===== src/rtl/fib_ctrl.sv =====
`default_nettype none
// ---------------------------------------------------------------------------
// fib_ctrl : sequences a 9-entry register file to compute F(n) mod 2^bw
// Revision : 1.0
// ---------------------------------------------------------------------------
module fib_ctrl #(
  parameter int bw = 8,
  parameter int nw = 8
) (
  input  logic          clk,
  input  logic          rst,
  input  logic          start,
  input  logic [nw-1:0] n,
  input  logic [bw-1:0] adata,
  input  logic [bw-1:0] bdata,
  output logic [bw-1:0] din,
  output logic          rw,
  output logic [3:0]    da,
  output logic [3:0]    aa,
  output logic [3:0]    ba,
  output logic          busy,
  output logic          done,
  output logic [bw-1:0] result,
  output logic          ovf
);

  typedef enum logic [2:0] {
    S_IDLE  = 3'd0,
    S_INIT0 = 3'd1,
    S_INIT1 = 3'd2,
    S_ADD   = 3'd3,
    S_MOV0  = 3'd4,
    S_MOV1  = 3'd5,
    S_FIN   = 3'd6
  } state_t;

  state_t        state_q, state_d;
  logic [nw-1:0] cnt_q, cnt_d;
  logic          f0_q, f0_d, f1_q, f1_d, f2_q, f2_d;
  logic          done_q, done_d;
  logic [bw-1:0] result_q, result_d;
  logic          ovf_q, ovf_d;
  logic [bw:0]   sum;

  // f0/f1/f2 track whether r0/r1/r2 hold a value that has wrapped
  assign sum = {1'b0, adata} + {1'b0, bdata};

  always_ff @(posedge clk or negedge rst) begin
    if (!rst) begin
      state_q  <= S_IDLE;
      cnt_q    <= '0;
      f0_q     <= 1'b0;
      f1_q     <= 1'b0;
      f2_q     <= 1'b0;
      done_q   <= 1'b0;
      result_q <= '0;
      ovf_q    <= 1'b0;
    end else begin
      state_q  <= state_d;
      cnt_q    <= cnt_d;
      f0_q     <= f0_d;
      f1_q     <= f1_d;
      f2_q     <= f2_d;
      done_q   <= done_d;
      result_q <= result_d;
      ovf_q    <= ovf_d;
    end
  end

  always_comb begin
    state_d  = state_q;
    cnt_d    = cnt_q;
    f0_d     = f0_q;
    f1_d     = f1_q;
    f2_d     = f2_q;
    done_d   = 1'b0;
    result_d = result_q;
    ovf_d    = ovf_q;
    rw       = 1'b0;
    da       = 4'd0;
    aa       = 4'd0;
    ba       = 4'd0;
    din      = '0;
    case (state_q)
      S_IDLE: begin
        if (start) begin
          cnt_d   = n;
          state_d = S_INIT0;
        end
      end
      S_INIT0: begin
        rw      = 1'b1;
        f0_d    = 1'b0;
        f1_d    = 1'b0;
        f2_d    = 1'b0;
        state_d = S_INIT1;
      end
      S_INIT1: begin
        rw      = 1'b1;
        da      = 4'd1;
        din     = bw'(1);
        state_d = (cnt_q == '0) ? S_FIN : S_ADD;
      end
      S_ADD: begin
        ba      = 4'd1;
        rw      = 1'b1;
        da      = 4'd2;
        din     = sum[bw-1:0];
        f2_d    = sum[bw] | f0_q | f1_q;
        state_d = S_MOV0;
      end
      S_MOV0: begin
        aa      = 4'd1;
        rw      = 1'b1;
        din     = adata;
        f0_d    = f1_q;
        state_d = S_MOV1;
      end
      S_MOV1: begin
        aa      = 4'd2;
        rw      = 1'b1;
        da      = 4'd1;
        din     = adata;
        f1_d    = f2_q;
        cnt_d   = cnt_q - nw'(1);
        state_d = (cnt_q == nw'(1)) ? S_FIN : S_ADD;
      end
      S_FIN: begin
        result_d = adata;
        ovf_d    = f0_q;
        done_d   = 1'b1;
        state_d  = S_IDLE;
      end
      default: state_d = S_IDLE;
    endcase
  end

  assign busy   = (state_q != S_IDLE);
  assign done   = done_q;
  assign result = result_q;
  assign ovf    = ovf_q;

endmodule
`default_nettype wire


===== config.mk =====
export PLATFORM = sky130hd
export DESIGN_NAME = fib_ctrl
export DESIGN_NICKNAME = d
export VERILOG_FILES = /design/src/rtl/fib_ctrl.sv
export SDC_FILE = /design/constraint.sdc
export NUM_CORES = 1
export LEC_CHECK = 0
export ABC_AREA = 1
export ABC_CLOCK_PERIOD_IN_PS = 1600
export BUFFER_PORTS_ARGS = -buffer_cell sky130_fd_sc_hd__buf_2
export CORE_MARGIN = 1
export CORE_UTILIZATION = 51
export DETAILED_ROUTE_END_ITERATION = 10
export HOLD_SLACK_MARGIN = 0.06
export PLACE_DENSITY = 0.81
export SLEW_MARGIN = 20
export SYNTH_ARGS = -nofsm -noshare
export SYNTH_HDL_FRONTEND = slang
export SYNTH_SLANG_ARGS = --single-unit
export TNS_END_PERCENT = 30

===== constraint.sdc =====
create_clock -name clk -period 1.6 [get_ports clk]
set_input_delay 0.16 -clock clk [delete_from_list [all_inputs] [get_ports clk]]
set_output_delay 0.16 -clock clk [all_outputs]
set_load 0.1 [all_outputs]

# --- Yosys cells after proc, flatten, opt, wreduce, memory -nomap -nowiden ---
# Cells that the tools add are included.
totals:
  regBits: 24
  latchBits: 0
  ramBits: 0
  mem_bits_ro: 0
  in_bits: 27
  elab_cells: 46
  mem_count: 0
op_classes:
  add_sub_neg: 2
  mul: 0
  n_div: 0
  order_cmp: 0
  n_eq_ne: 8
  shift: 0
  muxes: 15
  bitwise_logic: 2
  reduce_logical: 11
ops:
  columns: ["operator", "count"]
  rows:
  - ["$pmux W8 S3", 1]
  - ["$pmux W3 S6", 1]
  - ["$pmux W8 S2", 1]
  - ["$add A8 B8 Y9", 1]
  - ["$eq A3 B3 Y1 const B", 3]
  - ["$mux W3", 3]
  - ["$eq A8 B1 Y1 const B", 1]
  - ["$logic_not A8 Y1", 1]
  - ["$mux W8", 1]
  - ["$pmux W2 S2", 2]
  - ["$reduce_bool A2 Y1", 4]
  - ["$sub A8 B1 Y8 const B", 1]
  - ["$eq A3 B2 Y1 const B", 2]
  - ["$pmux W1 S2", 3]
  - ["$reduce_or A5 Y1", 1]
  - ["$reduce_or A2 Y1", 2]
  - ["$eq A3 B1 Y1 const B", 1]
  - ["$logic_not A3 Y1", 1]
  - ["$mux W1", 3]
  - ["$reduce_bool A3 Y1", 1]
  - ["$ne A2 B2 Y1 const B", 1]
  - ["$or A1 B1 Y1", 2]
  - ["$reduce_and A2 Y1", 1]

# --- Longest topological paths before layout ---
# Gate-level depths: netlist of the first run.
logic_depth:
  word_depth: 4
  mapped_depth: 10

# --- Worst setup path after synthesis of the first run ---
# No wires, ideal clock.
synth_timing:
  kind: "reg-to-output"
  start: "reg state_q[1]"
  end: "out din[0]"
  arrival_ns: 2.705
  required_time_ns: 1.440
  path_slack_ns: -1.265
  path_stages_with_launch: 4
  path_buffers: 0
  path_cell_list: "dfrtp_1 -> inv_2 -> nand2_1 -> o21ai_0"
synth_via:
  elab_chain_cells: 3
synth_rtl:
  columns: ["item", "line", "source"]
  rows:
  - ["start: declaration", "37", "state_t state_q, state_d;"]
  - ["start signal: assignment", "59", "state_q <= state_d;"]
  - ["$eq A3 B3 Y1", "84", "case (state_q)"]
  - ["$reduce_or A2 Y1 (no source line)", null, null]
  - ["$pmux W8 S3 (*)", "84", null]
  - ["end: declaration", "16", "output logic [bw-1:0] din,"]
# Every way passes the cells marked *; elsewhere a longest branch is shown, timed or not.

# --- Final worst setup path of the first run ---
layout_timing:
  start: "reg state_q[2]"
  end: "out rw"
layout_via:
  elab_chain_cells: 3
layout_rtl:
  columns: ["item", "line", "source"]
  rows:
  - ["$eq A3 B3 Y1, or another cell as far along", "84", null]
  - ["$reduce_or A5 Y1 (no source line) (*)", null, null]
  - ["$mux W1 (*)", "84", null]
  - ["end: declaration", "17", "output logic rw,"]
# Marks and branches as above.

==> impl_metrics.tcl, run 1 <==
set metrics [dict create \
    global_route.overflow_total 0 \
    multiInputGateArea_mm2 0.00109 \
    floorplan.die_area_mm2 0.00374 \
    syn_inst 262 \
    drtIter0Drc 187 \
    type_of_the_worst_min_delay_path "input port to flip-flop" \
    buffer_ports.inserted 51 \
    num_rows 21 \
    crit_path_end_kind "output pin" \
    grt_pass1_vias 1844 \
    required_ps 1440 \
    worst_setup_hold_path_clk_slew_ps 150 \
    synth_area_per_cell_um2 6.81 \
    reg2reg_to "cnt_q[2]" \
    layout_common_cells "78 x sky130_fd_sc_hd__nand2_1, 35 x sky130_fd_sc_hd__buf_2, 32 x sky130_fd_sc_hd__inv_1, 21 x sky130_fd_sc_hd__dfrtp_1, 18 x sky130_fd_sc_hd__nand3_1" \
    rr_worst_depth 8 \
    slew_viol_final 0 \
    timing.reg2reg.setup_slack_ps 50 \
    routed_wl_um 5210 \
    rsz0062_at_grt "true" \
    drtAntennaViolNets 0 \
    mostFrequentLayoutCell "sky130_fd_sc_hd__nand2_1" \
    yosys_warnings 0 \
    grt_pass1_wl_um 8320 \
    fillCellCount 235 \
    detailedPlacementHpwl_um 3480 \
    floorplan.die.width_um 61.1 \
    start_kind "flip-flop" \
    cts-root-buf "sky130_fd_sc_hd__clkbuf_4" \
    synth.cell_area_mm2 0.00178 \
    timing.critical_path.to "rw" \
    viasPerCell 5.34 \
    drc 0 \
    worst_slack_ps -117 \
    synth_seq_cells 24 \
    core-area_mm2 0.00334 \
    maxClockFrequency_ghz 0.582 \
    worst_ep_arrival_time_ps 1560 \
    area_growth_pct 45.5 \
    ios 59 \
    gp_routability_congestion 0.878 \
    startpoint "state_q[2]" \
    dieHeight_um 61.1 \
    vias 2019 \
    worst_skew_late_latency_ps 340 \
    synth.distinct_cells 28 \
    cts.sink_count 24 \
    final_min_period_over_clock_period_pct 107 \
    tightest_pin_transition_ps 542 \
    timing.critical_path.fanout_max 4 \
    maxCapViolCount 0 \
    final-setup-viol-count 13 \
    gr-usage-all-layers_pct 30.8 \
    status "finished, violations left" \
    nNetsFinal 371 \
    drive_above_1_share_pct 32.8 \
    critical_r2r_launch "state_q[2]" \
    maxSlewHeadroom_pct 63.9 \
    cts.path.max_buffers 2 \
    tritoncts.num_buffers 3 \
    finalHoldViolations 0 \
    cts_max_level 1 \
    critPathKind "flip-flop to output pin" \
    initial_core_utilization_pct 53.5 \
    violated_checks "setup timing" \
    drt_pre_antenna_iters 4 \
    antenna_diode_count 0 \
    wire_per_inst_um 13.8 \
    ys_seq_area_share_pct 33.7 \
    finalCriticalPeriod_ps 1720 \
    number_of_antenna_violations_at_the_first_check_in_global_routing 0 \
    worst_hold_margin_ps 59.3 \
    clock_tree_from_tritoncts "built" \
    register_area_um2 604 \
    grt_max_degree 25 \
    fin_worst_skew_ps 13.1 \
]
## worst min-delay path by stage
stage / startpoint / end / slack, ps / depth (start not counted)
2_1_floorplan: rst / cnt_q[0] / -140 / 0
3_3_place_gp: rst / cnt_q[6] / 170 / 1
3_5_place_dp: rst / result[1] / 170 / 1
4_1_cts: adata[6] / result[6] / 70 / 3
5_1_grt: adata[7] / result[7] / 80 / 3
6_report: adata[6] / result[6] / 60 / 3
## repair_timing
item                                   4_1_cts  5_1_grt
setup endpoints to repair                   13       20
resized for setup                           13       11
pin swaps                                    4        3
hold buffers                                 1        0
endpoints found under the hold margin       24        0
setup buffers                               10        0
## worst max-delay path, stage by stage, from the launching register on
cell                      delay (ps)
sky130_fd_sc_hd__dfrtp_2         470
sky130_fd_sc_hd__inv_4            80
sky130_fd_sc_hd__nand3_4         130
sky130_fd_sc_hd__buf_4           180
sky130_fd_sc_hd__nand4_1         160
sky130_fd_sc_hd__buf_12          200
## final cells by class
class	instances	share of cell area, %
Clock inverter	1	1.16
Timing Repair Buffer	69	24.0
Tap cell	46	2.22
Multi-Input combinational cell	194	42.0
Inverter	41	6.51
Sequential cell	24	23.3
Clock buffer	3	0.867
## flip-flops by register name, indices dropped and copies added (netlist names)
signal	cells
done	1
f1_q	1
f2_q	1
cnt_q	8
f0_q	1
state_q	3
ovf	1
result	8
## metal layers
layer	GRT usage (%)	share of wire (%)
met5	0	0
met2	52.0	50
met1	37.3	40
met3	5.88	6.1
met4	16.2	3.9
## synthesized netlist by cell type
| library cell | instances | area [um^2] |
|---|---|---|
| sky130_fd_sc_hd__a211oi_1 | 1 | 7.51 |
| sky130_fd_sc_hd__a21oi_1 | 11 | 55.1 |
| sky130_fd_sc_hd__buf_4 | 8 | 60.1 |
| sky130_fd_sc_hd__buf_6 | 1 | 11.3 |
| sky130_fd_sc_hd__conb_1 | 1 | 3.75 |
| sky130_fd_sc_hd__dfrtp_1 | 24 | 601 |
| sky130_fd_sc_hd__fa_1 | 1 | 20.0 |
| sky130_fd_sc_hd__ha_1 | 10 | 125 |
| sky130_fd_sc_hd__inv_1 | 34 | 128 |
| sky130_fd_sc_hd__inv_2 | 6 | 22.5 |
| sky130_fd_sc_hd__inv_4 | 1 | 6.26 |
| sky130_fd_sc_hd__nand2_1 | 85 | 319 |
| sky130_fd_sc_hd__nand2_2 | 3 | 18.8 |
| sky130_fd_sc_hd__nand3_1 | 19 | 95.1 |
| sky130_fd_sc_hd__nand3_2 | 1 | 10.0 |
| sky130_fd_sc_hd__nand3b_1 | 3 | 22.5 |
| sky130_fd_sc_hd__nand4_1 | 2 | 12.5 |
| sky130_fd_sc_hd__nor2_1 | 19 | 71.3 |
| sky130_fd_sc_hd__nor2_4 | 1 | 11.3 |
| sky130_fd_sc_hd__nor2_8 | 1 | 20.0 |
| sky130_fd_sc_hd__nor3_1 | 1 | 5.00 |
| sky130_fd_sc_hd__o211ai_1 | 1 | 7.51 |
| sky130_fd_sc_hd__o21ai_0 | 15 | 75.1 |
| sky130_fd_sc_hd__o21ai_1 | 6 | 30.0 |
| sky130_fd_sc_hd__o22ai_1 | 3 | 18.8 |
| sky130_fd_sc_hd__or2_1 | 2 | 12.5 |
| sky130_fd_sc_hd__or2_2 | 1 | 6.26 |
| sky130_fd_sc_hd__xor2_1 | 1 | 8.76 |
## logic make-up (layout without fill, tap and decap cells)
logic type / count (synthesis) / count (layout) / synth area share [%]
fa+ha+maj: 11 / 11 / 8.13
compound gates: 37 / 37 / 10.9
buf+inv: 50 / 114 / 12.8
other cells: 1 / 7 / 0.210
flops: 24 / 24 / 33.7
xor+xnor: 1 / 1 / 0.491
simple gates: 138 / 138 / 33.9
## per-stage QoR
step,instance area [um^2],instances,TNS [ps],utilization [%],setup slack [ps]
2_1_floorplan,1880,268,-1290,-,-211
3_3_place_gp,2380,363,-69.5,71.4,-69.5
3_5_place_dp,2380,363,-80.8,71.4,-80.8
4_1_cts,2560,378,-754,76.7,-83.7
5_1_grt,2600,378,-1820,77.8,-198
6_report,2600,378,-1020,77.8,-117
Power of run 1 is not shown: default switching activity piles up to over one toggle a cycle in this logic, so the estimate is an artifact.
==> inputs of run 2 (changes only) <==
PLACE_DENSITY = 0.89   (was 0.81)
==> run 2 against run 1 <==
  * The flow still finishes with violations (setup timing)
  * Clock skew decreased by 6.4 ps
  * Fmax shrank 2.8%
  * Via count up 15%
  * Worst hold slack better by 6.7 ps
  * Critical path depth is 1 higher
  * Register-to-register slack got worse by 130 ps
  * Wire length up 43%
  * Die area is the same
  * Non-clock buffer count grew 6
  * Final area grew 6.0%
  * Cell count grew 1.3%
  * Sequential share of layout area is 1.3 points lower
  * Highest routed layer unchanged
==> impl_metrics.tcl, run 2 (synthesis gave the netlist of run 1 again) <==
set metrics [dict create \
    final_min_period_over_clock_period_pct 110 \
    core-area_mm2 0.00334 \
    floorplan.die.width_um 61.1 \
    critPathBufInv 3 \
    required_ps 1440 \
    status "finished, violations left" \
    drtAntennaViolNets 0 \
    groute.layer.met2.usage_pct 53.6 \
    timing.critical_path.fanout_max 8 \
    critical_path_cell_count 6 \
    viasPerCell 6.06 \
    layout_common_cells "74 x sky130_fd_sc_hd__nand2_1, 34 x sky130_fd_sc_hd__buf_2, 29 x sky130_fd_sc_hd__inv_1, 21 x sky130_fd_sc_hd__dfrtp_1, 19 x sky130_fd_sc_hd__buf_4" \
    finalHoldViolations 0 \
    worst_setup_hold_path_clk_slew_ps 150 \
    detailedPlacementHpwl_um 3460 \
    grt_max_degree 25 \
    violated_checks "setup timing" \
    worst_slack_ps -167 \
    gp_routability_congestion 0.886 \
    rsz0062_at_grt "true" \
    fin_tns_setup_ps -1700 \
    timing.critical_path.slowest_cell_delay_ps 460 \
    min_path_cells 3 \
    slew_viol_final 0 \
    crit_path_end_kind "output pin" \
    floorplan.die_area_mm2 0.00374 \
    grt_pass1_vias 2020 \
    clock_tree_from_tritoncts "built" \
    grt.met1_usage_pct 40.5 \
    cts.sink_count 24 \
    critPathSlowestCell "sky130_fd_sc_hd__dfrtp_2" \
    drive_above_1_share_pct 38.6 \
    routed_wl_um 7430 \
    rr_worst_depth 5 \
    maxClockFrequency_ghz 0.566 \
    maxCapViolCount 0 \
    grt-busiest-layer "met2" \
    drc 0 \
    type_of_the_worst_min_delay_path "input port to flip-flop" \
    nNetsFinal 377 \
    gr-usage-all-layers_pct 32.9 \
    area_growth_pct 54.2 \
    worst_path_dominant_cell_family "flip-flops" \
    worst_ep_arrival_time_ps 1610 \
    global_route.overflow_total 0 \
    num_rows 21 \
    drt_pre_antenna_iters 9 \
    dieHeight_um 61.1 \
    tritoncts.num_buffers 3 \
    crit_path_cell_chain "clkinv_4 -> nand3_4 -> inv_12 -> nand2_4 -> o22ai_4 -> buf_12" \
    vias 2322 \
    initial_core_utilization_pct 53.5 \
    drtIter0Drc 392 \
    cts.path.max_buffers 2 \
    fin_worst_skew_ps 6.74 \
    worst_skew_late_latency_ps 340 \
    cts_max_level 1 \
    tightest_pin_transition_ps 545 \
    mostFrequentLayoutCell "sky130_fd_sc_hd__nand2_1" \
    grt_pass1_wl_um 8980 \
    start_kind "flip-flop" \
    placed_area_mm2 0.00238 \
    global_route.usage.met3_pct 7.14 \
    wire_per_inst_um 19.4 \
    antenna_diode_count 0 \
    buffer_ports.inserted 51 \
    maxSlewHeadroom_pct 63.7 \
    cts-root-buf "sky130_fd_sc_hd__clkbuf_4" \
    finalCriticalPeriod_ps 1770 \
    ios 59 \
    postLayoutCellArea_mm2 0.00275 \
    number_of_antenna_violations_at_the_first_check_in_global_routing 0 \
    final-setup-viol-count 20 \
    critPathKind "flip-flop to output pin" \
]
-- run 2: worst reg2reg max path: stages (launching register included) --
cell and delay, ps:
sky130_fd_sc_hd__dfrtp_2 500, sky130_fd_sc_hd__inv_4 130, sky130_fd_sc_hd__nand2_1 170, sky130_fd_sc_hd__nor2_4 230, sky130_fd_sc_hd__o21ai_0 170, sky130_fd_sc_hd__a21oi_1 350
-- run 2: area by class of cell --
cell class / count / area (um^2)
Clock buffer: 3 / 22.5
Multi-Input combinational cell: 194 / 1200
Sequential cell: 24 / 604
Fill cell: 183 / 586
Inverter: 41 / 179
Timing Repair Buffer: 75 / 686
Tap cell: 46 / 57.6
-- run 2: per-layer routing --
| metal | routed length, um | up-vias |
|---|---|---|
| li1 | - | 964 |
| met1 | 2610 | 1053 |
| met5 | 0 | - |
| met2 | 3480 | 240 |
| met3 | 844 | 65 |
| met4 | 494 | 0 |
-- run 2: worst paths after layout --
| check | slack, ps | end | start |
|---|---|---|---|
| min in group asynchronous | 330 | f0_q | rst |
| min | 70 | result[7] | adata[7] |
| min reg2reg | 500 | ovf | ovf |
| max in group asynchronous | 870 | state_q[1] | rst |
| max | -170 | din[2] | state_q[2] |
| max reg2reg | -80 | f0_q | state_q[1] |
-- run 2: per-stage QoR --
stage	hold slack, ps	cells	util [%]	setup WS [ps]
2_1_floorplan	-136	268	-	-211
3_3_place_gp	161	363	71.4	-78.9
3_5_place_dp	166	363	71.4	-137
4_1_cts	91.1	377	76.0	-81.0
5_1_grt	82.0	383	82.5	-197
6_report	66.0	383	82.5	-167
-- run 2: timing repair --
item	CTS	global route
endpoints found under the hold margin	24	0
pin swaps	3	10
hold buffers	1	0
resized for setup	15	42
setup endpoints to repair	15	19
buffers inserted	10	6
Power of run 2 is left out for the same reason.
==> inputs of run 3 (changes only) <==
--- a/config.mk
+++ b/config.mk
@@ -12,2 +12,3 @@
 export CORE_UTILIZATION = 51
+export CTS_CLUSTER_DIAMETER = 30
 export DETAILED_ROUTE_END_ITERATION = 10
==> constraint.sdc (replaced) <==
create_clock -name clk -period 1.6 [get_ports clk]
set_input_delay 0.32 -clock clk [delete_from_list [all_inputs] [get_ports clk]]
set_output_delay 0.32 -clock clk [all_outputs]
set_load 0.1 [all_outputs]
==> run 3 against run 2 <==
  * The run still ends with setup timing left
  * Non-clock buffer count grew 9
  * Die area is the same
  * Worst hold slack gained 200 ps
  * First-iteration DRC count shrank 0.26%
  * Flip-flop and latch count is the same
  * Global-route usage grew 5.0 points
  * Cell count grew 2.6%
  * Critical endpoint is now din[4]
  * Largest cell class unchanged
==> impl_metrics.tcl, run 3 (synthesis gave the netlist of run 1 again) <==
set metrics [dict create \
    status "finished, violations left" \
    violated_checks "setup timing" \
    fin_worst_skew_ps 5.03 \
    cpMostUsedCell "sky130_fd_sc_hd__nand2_4" \
    drc 0 \
    buffer_ports.inserted 51 \
    placed_area_mm2 0.00257 \
    tritoncts.num_buffers 3 \
    crit_path_cell_chain "buf_8 -> ha_4 -> inv_2 -> fa_2 -> inv_2 -> nand2_4 -> nand2_4 -> a21oi_2 -> nand3b_1 -> nand2_4 -> buf_12" \
    num_rows 21 \
    floorplan.die.width_um 61.1 \
    routed_wl_um 7960 \
    startpoint "adata[0]" \
    grt_max_degree 25 \
    postLayoutCellArea_mm2 0.00301 \
    wire_per_inst_um 20.3 \
    clock_tree_from_tritoncts "built" \
    instances_no_fill 393 \
    grt_pass1_wl_um 10100 \
    required_ps 1280 \
    worst_slack_ps -599 \
    start_kind "input port" \
    area_growth_pct 68.7 \
    worst_path_dominant_cell_family "simple AND/OR/NAND/NOR gates" \
    timing.critical_path.fanout_max 3 \
    drt_pre_antenna_iters 5 \
    finalCoreUtilization_pct 90.2 \
    global_route.overflow_total 0 \
    critPathKind "input port to output pin" \
    grt_pass1_vias 2118 \
    cts.path.max_buffers 2 \
    leakagePower_nw 1.54 \
    critPathSlowestCell "sky130_fd_sc_hd__fa_2" \
    power.density_mw_per_mm2 2330 \
    floorplan.die_area_mm2 0.00374 \
    gr-usage-all-layers_pct 37.9 \
    vias 2346 \
    critical_r2r_launch "state_q[2]" \
    nNetsFinal 386 \
    final-setup-viol-count 15 \
    report.power.total_w 0.00700 \
    final_min_period_over_clock_period_pct 137 \
    vdd_ir_drop_max_mv 2.02 \
    maxSlewHeadroom_pct 63.8 \
    detailedPlacementHpwl_um 3750 \
    critPathBufInv 4 \
    post-place-cells 375 \
    viasPerCell 5.97 \
    type_of_the_worst_min_delay_path "input port to flip-flop" \
    maxCapViolCount 0 \
    timing.reg2reg.setup_slack_ps 40 \
    finalHoldViolations 0 \
    multiInputGateArea_mm2 0.00132 \
    worst_skew_late_latency_ps 330 \
    antenna_diode_count 0 \
    layout_common_cells "60 x sky130_fd_sc_hd__nand2_1, 31 x sky130_fd_sc_hd__buf_2, 27 x sky130_fd_sc_hd__inv_1, 25 x sky130_fd_sc_hd__buf_4, 21 x sky130_fd_sc_hd__dfrtp_1" \
    gp_routability_congestion 0.898 \
    maxClockFrequency_ghz 0.455 \
    mostFrequentLayoutCell "sky130_fd_sc_hd__nand2_1" \
    slew_viol_final 0 \
    rsz0062_at_grt "true" \
    worst_ep_arrival_time_ps 1880 \
    cts_max_level 1 \
    fillCellCount 132 \
    drive_above_1_share_pct 47.6 \
    timing.critical_path.slowest_cell_delay_ps 330 \
    worst_setup_hold_path_clk_slew_ps 140 \
    finalCriticalPeriod_ps 2200 \
    drtAntennaViolNets 0 \
    ios 59 \
    cts.sink_count 24 \
    core-area_mm2 0.00334 \
    register_area_um2 604 \
    number_of_antenna_violations_at_the_first_check_in_global_routing 0 \
    tightest_pin_transition_ps 544 \
    dieHeight_um 61.1 \
    crit_path_end_kind "output pin" \
    hold_path_startpoint "n[1]" \
    initial_core_utilization_pct 53.5 \
    cts-root-buf "sky130_fd_sc_hd__clkbuf_4" \
    drtIter0Drc 391 \
]
run 3: cell types whose count changed in the layout (fill, tap and decap cells not counted), sizes merged:
| cell | change |
|---|---|
| buf | +9 |
| bufinv | +1 |
run 3: final timing paths:
path / to / depth (start not counted)
max: din[4] / 11
min: cnt_q[1] / 3
max reg2reg: cnt_q[2] / 9
min reg2reg: cnt_q[7] / 2
max in group asynchronous: state_q[0] / 2
min in group asynchronous: state_q[2] / 2
run 3: tightest hold or removal path: cells and delay by family:
kind | cells | cell delay [ps]
buffers and inverters | 1 | 80
AOI/OAI and AO/OA | 2 | 160
run 3: metal layers:
layer  vias up  GRT usage [%]  wire [um]
met5         -              0          0
met4         0           22.1        568
met3        66           10.7        790
met2       212           66.1       3800
met1      1072           41.0       2810
li1        996              -          -
run 3: cell type report:
type                    instances  area share, %
flip-flops and latches         24           20.1
repair buffers                 84           26.6
multi-input cells             194           43.7
well taps                      46           1.91
clock inverters                 1          0.998
clock buffers                   3          0.748
inverters                      41           5.95
run 3: timing repair:
action                     CTS  global route
cloned                       0             0
gates resized for setup     38            32
pin swaps                   18            12
setup endpoints to repair   15            18
hold endpoints to repair    24             0
hold buffers                 1             0
buffers inserted             7             6
run 3: stage by stage:
stage	setup TNS (ps)	setup WS, ps	hold slack [ps]
2_1_floorplan	-2550	-303	24.4
3_3_place_gp	-1880	-349	320
3_5_place_dp	-2200	-403	336
4_1_cts	-3320	-330	267
5_1_grt	-4990	-636	265
6_report	-4310	-599	271
run 3: power by group:
| part | internal (W) | total, W | switching, W |
|---|---|---|---|
| combinational | 0.00159 | 0.00536 | 0.00377 |
| sequential | 0.000896 | 0.00119 | 0.000295 |
| clock | 0.000254 | 0.000455 | 0.000202 |
Note: power is estimated with default switching activity, not from simulation.
